`src/rtl/mtr_duty_gen.sv`:
```
// ============================================================================
// Module   : mtr_duty_gen
// Purpose  : Signed wheel-speed commands to clamped 11-bit PWM duty words,
//            updated only at PWM-period boundaries. Optional slew limiting
//            is enabled by defining MTR_RAMP_EN.
// Revision : 1.0 - initial release
// ============================================================================
`default_nettype none

module mtr_duty_gen #(
    parameter logic [10:0] DUTY_MIN  = 11'h020,
    parameter logic [10:0] DUTY_MAX  = 11'h7E0
`ifdef MTR_RAMP_EN
    ,
    parameter logic [10:0] RAMP_STEP = 11'd16
`endif
) (
    input  logic        clk,
    input  logic        rst,
    input  logic        spd_vld,
    input  logic [11:0] lft_spd,
    input  logic [11:0] rght_spd,
    output logic [10:0] lft_duty,
    output logic [10:0] rght_duty,
    output logic        period_strt,
    output logic        at_tgt
);

    localparam logic [10:0] c_DUTY_RST = 11'h400;

    logic [10:0]       r_cnt;
    logic              r_period_strt;
    logic              w_bnd;
    logic [1:0][11:0]  w_spd;
    logic [1:0][10:0]  w_duty;
    logic [1:0]        w_match;

    assign w_bnd = (r_cnt == 11'h7FF);
    assign w_spd = {rght_spd, lft_spd};

    // Free-running period counter, phase-aligned with the PWM counters.
    always_ff @(posedge clk or posedge rst) begin
        if (rst) begin
            r_cnt         <= 11'd0;
            r_period_strt <= 1'b0;
        end else begin
            r_cnt         <= r_cnt + 11'd1;
            r_period_strt <= w_bnd;
        end
    end

    genvar g;
    generate
        for (g = 0; g < 2; g++) begin : g_ch
            logic signed [11:0] w_t;
            logic [10:0]        w_map;
            logic [10:0]        w_next;
            logic [10:0]        r_tgt;
            logic [10:0]        r_duty;

            // Offset-binary: spd/2 centred on 50 %; result is always 0..2047.
            assign w_t = 12'sh400 + ($signed(w_spd[g]) >>> 1);

            always_comb begin
                w_map = w_t[10:0];
                if (w_t < {1'b0, DUTY_MIN})
                    w_map = DUTY_MIN;
                else if (w_t > {1'b0, DUTY_MAX})
                    w_map = DUTY_MAX;
            end

`ifdef MTR_RAMP_EN
            localparam logic signed [11:0] c_STEP = $signed({1'b0, RAMP_STEP});
            logic signed [11:0] w_diff;

            assign w_diff = $signed({1'b0, r_tgt}) - $signed({1'b0, r_duty});

            always_comb begin
                w_next = r_tgt;
                if (w_diff > c_STEP)
                    w_next = r_duty + RAMP_STEP;
                else if (w_diff < -c_STEP)
                    w_next = r_duty - RAMP_STEP;
            end
`else
            assign w_next = r_tgt;
`endif

            // Duty samples the pre-edge target, so a strobe on the boundary
            // cycle only takes effect at the following boundary.
            always_ff @(posedge clk or posedge rst) begin
                if (rst) begin
                    r_tgt  <= c_DUTY_RST;
                    r_duty <= c_DUTY_RST;
                end else begin
                    if (spd_vld)
                        r_tgt <= w_map;
                    if (w_bnd)
                        r_duty <= w_next;
                end
            end

            assign w_duty[g]  = r_duty;
            assign w_match[g] = (r_duty == r_tgt);
        end
    endgenerate

    assign lft_duty    = w_duty[0];
    assign rght_duty   = w_duty[1];
    assign period_strt = r_period_strt;
    assign at_tgt      = &w_match;

endmodule

`default_nettype wire

```
`config.mk`:
```
export PLATFORM = sky130hd
export DESIGN_NAME = mtr_duty_gen
export DESIGN_NICKNAME = d
export VERILOG_FILES = /design/src/rtl/mtr_duty_gen.sv
export SDC_FILE = /design/constraint.sdc
export NUM_CORES = 1
export LEC_CHECK = 0
export BUFFER_PORTS_ARGS = -buffer_cell sky130_fd_sc_hd__buf_2
export CAP_MARGIN = 20
export CORE_MARGIN = 2
export CORE_UTILIZATION = 55
export CTS_BUF_LIST = sky130_fd_sc_hd__clkbuf_2
export CTS_CLUSTER_DIAMETER = 120
export DETAILED_ROUTE_END_ITERATION = 7
export GPL_TIMING_DRIVEN = 0
export PLACE_DENSITY = 0.82
export REMOVE_ABC_BUFFERS = 1
export SYNTH_ARGS = -nofsm -noshare
export SYNTH_HDL_FRONTEND = slang
export SYNTH_SLANG_ARGS = --single-unit
```
`constraint.sdc`:
```
create_clock -name clk -period 2.04 [get_ports clk]
set_clock_uncertainty 0.1 [all_clocks]
set_input_delay 0.306 -clock clk [delete_from_list [all_inputs] [get_ports clk]]
set_output_delay 0.306 -clock clk [all_outputs]
set_load 0.02 [all_outputs]
```
==> results of run 1 <==
-- cells by family (layout without fill, tap and decap cells) --
group / after synthesis / after routing / synth area share, %
buf+inv: 21 / 97 / 4.68
mux: 32 / 32 / 16.9
flops: 56 / 56 / 55.4
xor+xnor: 31 / 31 / 10.7
compound gates: 16 / 16 / 3.74
simple gates: 38 / 39 / 8.13
fa+ha+maj: 1 / 1 / 0.493
-- final timing paths --
| path | cells after the start | end | from |
|---|---|---|---|
| worst min-delay path | 3 | g_ch[1].r_tgt[8]$_DFFE_PP0P_ | rst |
| min in group clk | 2 | g_ch[1].r_tgt[10]$_DFFE_PP1P_ | spd_vld |
| worst max-delay path | 5 | at_tgt | rght_duty[1]$_DFFE_PP0P_ |
| max in group asynchronous | 4 | g_ch[0].r_tgt[10]$_DFFE_PP1P_ | rst |
| worst max register to register | 4 | lft_duty[4]$_DFFE_PP0P_ | r_cnt[0]$_DFF_PP0_ |
| worst min register to register | 1 | r_cnt[8]$_DFF_PP0_ | r_cnt[8]$_DFF_PP0_ |
-- cell type report --
cell class                      count  area, um2  area share [%]
Clock buffer                        5       25.0           0.803
Sequential cell                    56       1410            45.1
Multi-Input combinational cell    119       1030            33.1
Tap cell                           52       65.1            2.09
Clock inverter                      3       22.5           0.723
Inverter                           14       52.6            1.69
Timing Repair Buffer               75        513            16.5
-- registers in the layout, indices dropped and copies added, names as in the netlist --
register	cells
lft_duty	11
r_cnt	11
g_ch.r_tgt	22
rght_duty	11
period_strt	1
-- layout by cell type (no fill, tap or decap), types with 2 or more instances in the layout --
cell type,count
buf_4,3
nand3_1,6
xnor2_1,10
mux2_4,19
inv_1,13
a21oi_1,4
mux2i_1,2
dfrtp_1,52
dfstp_2,4
nand2_1,14
clkbuf_2,5
nand4b_1,2
o22ai_1,12
nor4_1,6
buf_2,48
nand4_1,2
nor2_1,2
and3_1,2
dlygate4sd3_1,23
xor2_1,21
mux2_2,11
-- layer usage --
layer	part of all wire, %	GRT usage, %
met1	44	25.2
met2	51	35.0
met5	0	0
met4	2.0	9.01
met3	3.4	3.75
-- power by group through the flow --
stage	sequential, uW	combinational (uW)	clock, uW
floorplan	1210	97.9	0
global placement	1210	155	0
detailed placement	1220	164	0
CTS	1200	205	461
global route	1200	229	495
finish	1200	208	453
-- through the flow --
step | worst slack (ns) | power (uW) | utilization, %
final | -0.514 | 1860 | 70.6
after global routing | -0.536 | 1930 | 70.6
after CTS | -0.444 | 1860 | 70.2
after detailed placement | 0.0503 | 1380 | 63.4
after global placement | -0.395 | 1370 | 63.0
after floorplan | -0.0208 | 1310 | -
-- worst max-delay path: cells and delay by family (launching register included) --
kind                   cells  cell delay [ns]
buffers and inverters      1             0.22
AND/OR/NAND/NOR            3             0.76
XOR/XNOR                   1             0.18
flip-flops                 1             0.49
-- what timing repair did --
action / in CTS / in global routing
setup endpoints to repair: 1 / 3
hold endpoints to repair: 41 / 0
resized for setup: 0 / 1
pin swaps: 0 / 3
cloned: 0 / 1
buffers inserted: 3 / 0
hold buffers: 23 / 0
==> metrics.txt, run 1 <==
# TYPE chip_impl_metric gauge
chip_impl_metric{name="fmax",unit="MHz"} 392
chip_impl_metric{name="synth.yosys.warnings",unit=""} 0
chip_impl_metric{name="ctsLongestPathBuffers",unit=""} 2
chip_impl_metric{name="share_of_the_cycle_needed_by_the_critical_path_after_routing",unit="%"} 125
chip_impl_info{name="grt_setup_unrepaired",value="yes"} 1
chip_impl_metric{name="design.portCount",unit=""} 51
chip_impl_metric{name="post_route_cells_drive_above_1_share",unit="%"} 36.8
chip_impl_metric{name="post_dp_cell_area",unit="um2"} 2800
chip_impl_metric{name="finalWorstSetupSlack",unit="ns"} -0.514
chip_impl_metric{name="vdd_drop_max",unit="uV"} 497
chip_impl_metric{name="nNetsFinal",unit=""} 299
chip_impl_metric{name="drtPass1Iterations",unit=""} 4
chip_impl_metric{name="global_route.usage.total",unit="%"} 20.4
chip_impl_metric{name="layoutNonFillerInstCount",unit=""} 324
chip_impl_metric{name="finalMaxSlewViolations",unit=""} 0
chip_impl_info{name="post_synth_most_frequent_cells",value="dfrtp_1 (52), xor2_1 (21), mux2_4 (19)"} 1
chip_impl_metric{name="fraction_of_post_synthesis_cell_area_in_the_top_cell_type_by_area",unit="%"} 51.2
chip_impl_metric{name="die_height",unit="um"} 72.0
chip_impl_metric{name="p_leak",unit="uW"} 0.00159
chip_impl_metric{name="internal_power",unit="uW"} 1360
chip_impl_info{name="worst_hold_path_type",value="primary input to asynchronous set/reset pin"} 1
chip_impl_metric{name="vias_per_cell",unit=""} 5.26
chip_impl_metric{name="swShare",unit="%"} 26.9
chip_impl_metric{name="detailroute.via_count",unit=""} 1704
chip_impl_metric{name="p_seq_share",unit="%"} 64.4
chip_impl_metric{name="antenna_found_initial",unit=""} 0
chip_impl_metric{name="timing.final.hold_violations",unit=""} 0
chip_impl_metric{name="ys_ff_latch",unit=""} 56
chip_impl_metric{name="worst-slew-pin-transition",unit="ns"} 0.666
chip_impl_metric{name="area_growth_syn_to_fin",unit="%"} 22.7
chip_impl_metric{name="detail_route.drc_violations",unit=""} 0
chip_impl_info{name="crit_type",value="flop to output port"} 1
chip_impl_metric{name="fraction_of_synthesis_flops_using_an_asynchronous_set_or_reset_pin",unit="%"} 100
chip_impl_info{name="postSynth.topFlopCell",value="dfrtp_1"} 1
chip_impl_metric{name="finalSetupViolations",unit=""} 1
chip_impl_metric{name="mappedNetlistArea",unit="um2"} 2540
chip_impl_metric{name="count_of_h_tree_levels_built_during_cts",unit=""} 2
chip_impl_metric{name="design_area",unit="um2"} 3120
chip_impl_metric{name="power_density",unit="nW/um2"} 597
chip_impl_info{name="failed_checks",value="setup timing"} 1
chip_impl_info{name="status",value="finished, violations left"} 1
chip_impl_info{name="worst_path_max_delay_cell",value="dfrtp_1"} 1
chip_impl_metric{name="worst-r2r-setup-slack",unit="ns"} 0.15
chip_impl_metric{name="wl",unit="mm"} 5.21
chip_impl_metric{name="slew-limit-headroom",unit="%"} 55.6
chip_impl_metric{name="grt_max_degree",unit=""} 38
chip_impl_metric{name="n_fill_cell",unit=""} 304
chip_impl_metric{name="row_count",unit=""} 24
chip_impl_metric{name="power.net_switching",unit="uW"} 500
chip_impl_metric{name="cts.clk_slew.worst_paths",unit="ns"} 0.33
chip_impl_metric{name="fin_tns_setup",unit="ns"} -0.514
chip_impl_metric{name="vias_in_the_first_global_route",unit=""} 1672
chip_impl_metric{name="cts_made_buffers",unit=""} 5
chip_impl_metric{name="share_clk_of_total_power",unit="%"} 24.4
chip_impl_info{name="netlist_top_cells_area",value="dfrtp_1 (51%), mux2_4 (11%), xor2_1 (7.2%)"} 1
chip_impl_metric{name="die_width",unit="um"} 72.0
chip_impl_metric{name="data_arrival_time_of_the_critical_path",unit="ns"} 2.15
chip_impl_metric{name="synth-edff-count",unit=""} 0
chip_impl_metric{name="power_frac_comb",unit="%"} 11.2
chip_impl_metric{name="avgRoutedWirePerCell",unit="um"} 16.1
chip_impl_metric{name="worstSkewPairLatency",unit="ns"} 0.49
chip_impl_metric{name="die_area",unit="um2"} 5180
chip_impl_metric{name="syn_avg_cell_area",unit="um2"} 13.0
chip_impl_metric{name="synth.distinct_cells",unit=""} 24
chip_impl_metric{name="antenna_cells",unit=""} 0
chip_impl_info{name="yosysMostFrequentCell",value="dfrtp_1"} 1
chip_impl_metric{name="final.min_clock_period",unit="ns"} 2.55
chip_impl_metric{name="drv.max_cap_violation_count",unit=""} 0
chip_impl_metric{name="grt_pass1_wl",unit="mm"} 7.90
chip_impl_info{name="synth_area_leader_cell",value="dfrtp_1"} 1
chip_impl_metric{name="dp_hpwl",unit="mm"} 3.27
chip_impl_metric{name="drt_first_iter_violations",unit=""} 167
chip_impl_info{name="tritoncts_clock_tree",value="done"} 1
chip_impl_metric{name="global_route.overflow_total",unit=""} 0
chip_impl_metric{name="floorplan.initialDensity",unit="%"} 57.5
chip_impl_info{name="cells_traversed_along_the_worst_timing_path",value="xor2_1 -> nor4_1 -> nand4_1 -> nor4_1 -> buf_2"} 1
chip_impl_info{name="worstSetupStartpointType",value="flop"} 1
chip_impl_metric{name="yosysSeqAreaShare",unit="%"} 55.4
chip_impl_metric{name="gp_routability_congestion",unit=""} 0.740
chip_impl_metric{name="syn_inst",unit=""} 195
chip_impl_metric{name="tritoncts_num_sinks",unit=""} 56
chip_impl_metric{name="count_of_input_and_output_buffers",unit=""} 48
chip_impl_metric{name="worstPathRequired",unit="ns"} 1.63
chip_impl_metric{name="ant_nets",unit=""} 0
chip_impl_info{name="critPathMostFrequentCell",value="nor4_1"} 1
chip_impl_info{name="setup.worst_path.end_class",value="output port"} 1
chip_impl_metric{name="cpPeakStageDelay",unit="ns"} 0.49
chip_impl_metric{name="critical_path.max_fanout",unit=""} 3
chip_impl_metric{name="core_region_area",unit="um2"} 4410
chip_impl_metric{name="timing.hold.ws",unit="ns"} 0.182
chip_impl_metric{name="placed_cells",unit=""} 289
chip_impl_info{name="root_buffer",value="clkbuf_2"} 1
(Power assumes the default switching activity.)
==> run 2, diff against run 1 <==
--- a/config.mk
+++ b/config.mk
@@ -9,3 +9,2 @@
 export CAP_MARGIN = 20
-export CORE_MARGIN = 2
 export CORE_UTILIZATION = 55
@@ -13,2 +12,3 @@
 export CTS_CLUSTER_DIAMETER = 120
+export CTS_CLUSTER_SIZE = 8
 export DETAILED_ROUTE_END_ITERATION = 7
==> constraint.sdc (replaced) <==
create_clock -name clk -period 2.04 [get_ports clk]
set_clock_uncertainty 0.1 [all_clocks]
set_input_delay 0.51 -clock clk [delete_from_list [all_inputs] [get_ports clk]]
set_output_delay 0.51 -clock clk [all_outputs]
set_load 0.02 [all_outputs]
==> metrics.txt, run 2 (synthesized netlist as in run 1, its figures left out) <==
# TYPE chip_impl_metric gauge
chip_impl_info{name="status",value="finished, violations left"} 1
chip_impl_info{name="failed_checks",value="setup timing"} 1
chip_impl_metric{name="antenna_cells",unit=""} 0
chip_impl_info{name="cells_traversed_along_the_worst_timing_path",value="xor2_1 -> nor4_2 -> nand4_1 -> nor4_2 -> buf_2"} 1
chip_impl_metric{name="fmax",unit="MHz"} 387
chip_impl_info{name="worst_r2r_endpoint",value="lft_duty[6]$_DFFE_PP0P_"} 1
chip_impl_metric{name="grt_pass1_wl",unit="mm"} 7.87
chip_impl_metric{name="gp_routability_congestion",unit=""} 0.726
chip_impl_metric{name="vias_per_cell",unit=""} 5.37
chip_impl_metric{name="critical_path.max_fanout",unit=""} 2
chip_impl_metric{name="drtPass1Iterations",unit=""} 4
chip_impl_metric{name="final.min_clock_period",unit="ns"} 2.58
chip_impl_metric{name="p_leak",unit="uW"} 0.00152
chip_impl_metric{name="row_count",unit=""} 24
chip_impl_metric{name="count_of_h_tree_levels_built_during_cts",unit=""} 2
chip_impl_metric{name="die_width",unit="um"} 70.0
chip_impl_info{name="grt_setup_unrepaired",value="yes"} 1
chip_impl_metric{name="count_of_input_and_output_buffers",unit=""} 48
chip_impl_metric{name="worstSkewPairLatency",unit="ns"} 0.46
chip_impl_metric{name="finalMaxSlewViolations",unit=""} 0
chip_impl_metric{name="timing.final.hold_violations",unit=""} 0
chip_impl_metric{name="finalWorstSetupSlack",unit="ns"} -0.541
chip_impl_metric{name="grt_max_degree",unit=""} 35
chip_impl_metric{name="post_dp_cell_area",unit="um2"} 2800
chip_impl_metric{name="wl",unit="mm"} 4.73
chip_impl_metric{name="power_density",unit="nW/um2"} 653
chip_impl_metric{name="slew-limit-headroom",unit="%"} 57.1
chip_impl_metric{name="vdd_drop_max",unit="uV"} 388
chip_impl_metric{name="floorplan.initialDensity",unit="%"} 57.9
chip_impl_metric{name="detailroute.via_count",unit=""} 1637
chip_impl_metric{name="core_region_area",unit="um2"} 4380
chip_impl_metric{name="flip_flop_count_of_the_largest_register_all_copies_and_words_added",unit=""} 22
chip_impl_metric{name="die_height",unit="um"} 70.0
chip_impl_metric{name="vias_in_the_first_global_route",unit=""} 1677
chip_impl_metric{name="timing.hold.ws",unit="ns"} 0.109
chip_impl_metric{name="nNetsFinal",unit=""} 280
chip_impl_metric{name="ant_nets",unit=""} 0
chip_impl_metric{name="cts.clk_slew.worst_paths",unit="ns"} 0.27
chip_impl_metric{name="place_worst_setup_slack",unit="ns"} -0.110
chip_impl_metric{name="tritoncts_num_sinks",unit=""} 56
chip_impl_metric{name="die_area",unit="um2"} 4890
chip_impl_metric{name="drt_first_iter_violations",unit=""} 80
chip_impl_metric{name="worstPathRequired",unit="ns"} 1.43
chip_impl_info{name="worstSetupStartpointType",value="flop"} 1
chip_impl_info{name="mostFrequentLayoutCell",value="dfrtp_1"} 1
chip_impl_metric{name="placed_cells",unit=""} 289
chip_impl_metric{name="detail_route.drc_violations",unit=""} 0
chip_impl_info{name="worst_hold_path_type",value="primary input to flop"} 1
chip_impl_metric{name="reg2regPathDepth",unit=""} 4
chip_impl_info{name="root_buffer",value="clkbuf_2"} 1
chip_impl_metric{name="global_route.usage.total",unit="%"} 20.9
chip_impl_metric{name="cts_made_buffers",unit=""} 5
chip_impl_metric{name="dp_hpwl",unit="mm"} 3.20
chip_impl_metric{name="cpPeakStageDelay",unit="ns"} 0.46
chip_impl_info{name="tritoncts_clock_tree",value="done"} 1
chip_impl_metric{name="worstHoldPathCells",unit=""} 2
chip_impl_metric{name="finalSetupViolations",unit=""} 1
chip_impl_info{name="hold_end",value="g_ch[1].r_tgt[10]$_DFFE_PP1P_"} 1
chip_impl_info{name="largest-register",value="g_ch.r_tgt"} 1
chip_impl_metric{name="layoutNonFillerInstCount",unit=""} 305
chip_impl_info{name="setup.worst_path.end_class",value="output port"} 1
chip_impl_metric{name="area_growth_syn_to_fin",unit="%"} 16.3
chip_impl_info{name="hp-start",value="rght_spd[11]"} 1
chip_impl_metric{name="design.portCount",unit=""} 51
chip_impl_metric{name="n_fill_cell",unit=""} 324
chip_impl_metric{name="drv.max_cap_violation_count",unit=""} 0
chip_impl_metric{name="share_of_the_cycle_needed_by_the_critical_path_after_routing",unit="%"} 127
chip_impl_metric{name="fin_tns_setup",unit="ns"} -0.541
chip_impl_info{name="crit_type",value="flop to output port"} 1
chip_impl_metric{name="antenna_found_initial",unit=""} 0
chip_impl_metric{name="design_area",unit="um2"} 2950
chip_impl_metric{name="data_arrival_time_of_the_critical_path",unit="ns"} 1.97
chip_impl_info{name="layout.cells.most_common_list",value="dfrtp_1 (52), buf_2 (48), xor2_1 (21)"} 1
chip_impl_metric{name="avgRoutedWirePerCell",unit="um"} 15.5
chip_impl_info{name="worst_path_max_delay_cell",value="dfrtp_1"} 1
chip_impl_metric{name="post_route_cells_drive_above_1_share",unit="%"} 41.9
chip_impl_metric{name="ctsLongestPathBuffers",unit=""} 2
chip_impl_metric{name="worst-slew-pin-transition",unit="ns"} 0.644
chip_impl_metric{name="worst-r2r-setup-slack",unit="ns"} 0.06
chip_impl_metric{name="global_route.overflow_total",unit=""} 0
chip_impl_info{name="rr_startpoint",value="r_cnt[0]$_DFF_PP0_"} 1
chip_impl_info{name="critPathMostFrequentCell",value="nor4_2"} 1
-- run 2: worst max-delay path by stage --
stage,end,start
4_1_cts,at_tgt,rght_duty[3]$_DFFE_PP0P_
3_3_place_gp,rght_duty[6]$_DFFE_PP0P_,rst
5_1_grt,at_tgt,lft_duty[9]$_DFFE_PP0P_
2_1_floorplan,at_tgt,lft_duty[10]$_DFFE_PP1P_
6_report,at_tgt,g_ch[1].r_tgt[7]$_DFFE_PP0P_
3_5_place_dp,at_tgt,g_ch[0].r_tgt[10]$_DFFE_PP1P_
-- run 2: layer usage --
layer	part of all wire, %	GRT usage (%)	wire length (um)	vias to the layer above
met2	47	33.3	2250	46
met5	0	0	0	-
met3	4.5	5.05	212	12
met1	46	27.1	2160	801
met4	2.5	9.56	117	0
li1	-	-	-	778
-- run 2: report_power, final --
part / total, uW / switching [uW] / internal, uW
logic: 182 / 96.3 / 85.9
registers: 1200 / 38.5 / 1160
clock network: 551 / 347 / 204
total: 1930 / 481 / 1450
-- run 2: final cells by class --
class / count / area (um2) / share of cell area, %
clock buffer: 5 / 25.0 / 0.847
clock inverter: 3 / 42.5 / 1.44
inverter: 14 / 52.6 / 1.78
multi-input combinational: 118 / 1040 / 35.2
sequential: 56 / 1410 / 47.6
tap: 52 / 65.1 / 2.20
timing repair buffer: 57 / 323 / 10.9
-- run 2: timing repair --
item | CTS | global route
hold buffers | 1 | 0
pin swaps | 3 | 0
endpoints found under the hold margin | 13 | 0
setup buffers | 6 | 1
endpoints found under the setup margin | 1 | 1
gates resized for setup | 3 | 1
-- run 2: per-stage QoR --
stage | util, % | power (uW)
floorplan | - | 1310
global placement | 63.4 | 1370
detailed placement | 63.8 | 1380
CTS | 67.1 | 1930
global route | 67.4 | 2010
finish | 67.4 | 1930
-- run 2: worst max-delay path: cells and delay by family, from the launching register on --
kind                   cells  cell delay, ns
flip-flops                 1            0.46
AND/OR/NAND/NOR            3            0.66
XOR/XNOR                   1            0.18
buffers and inverters      1            0.21
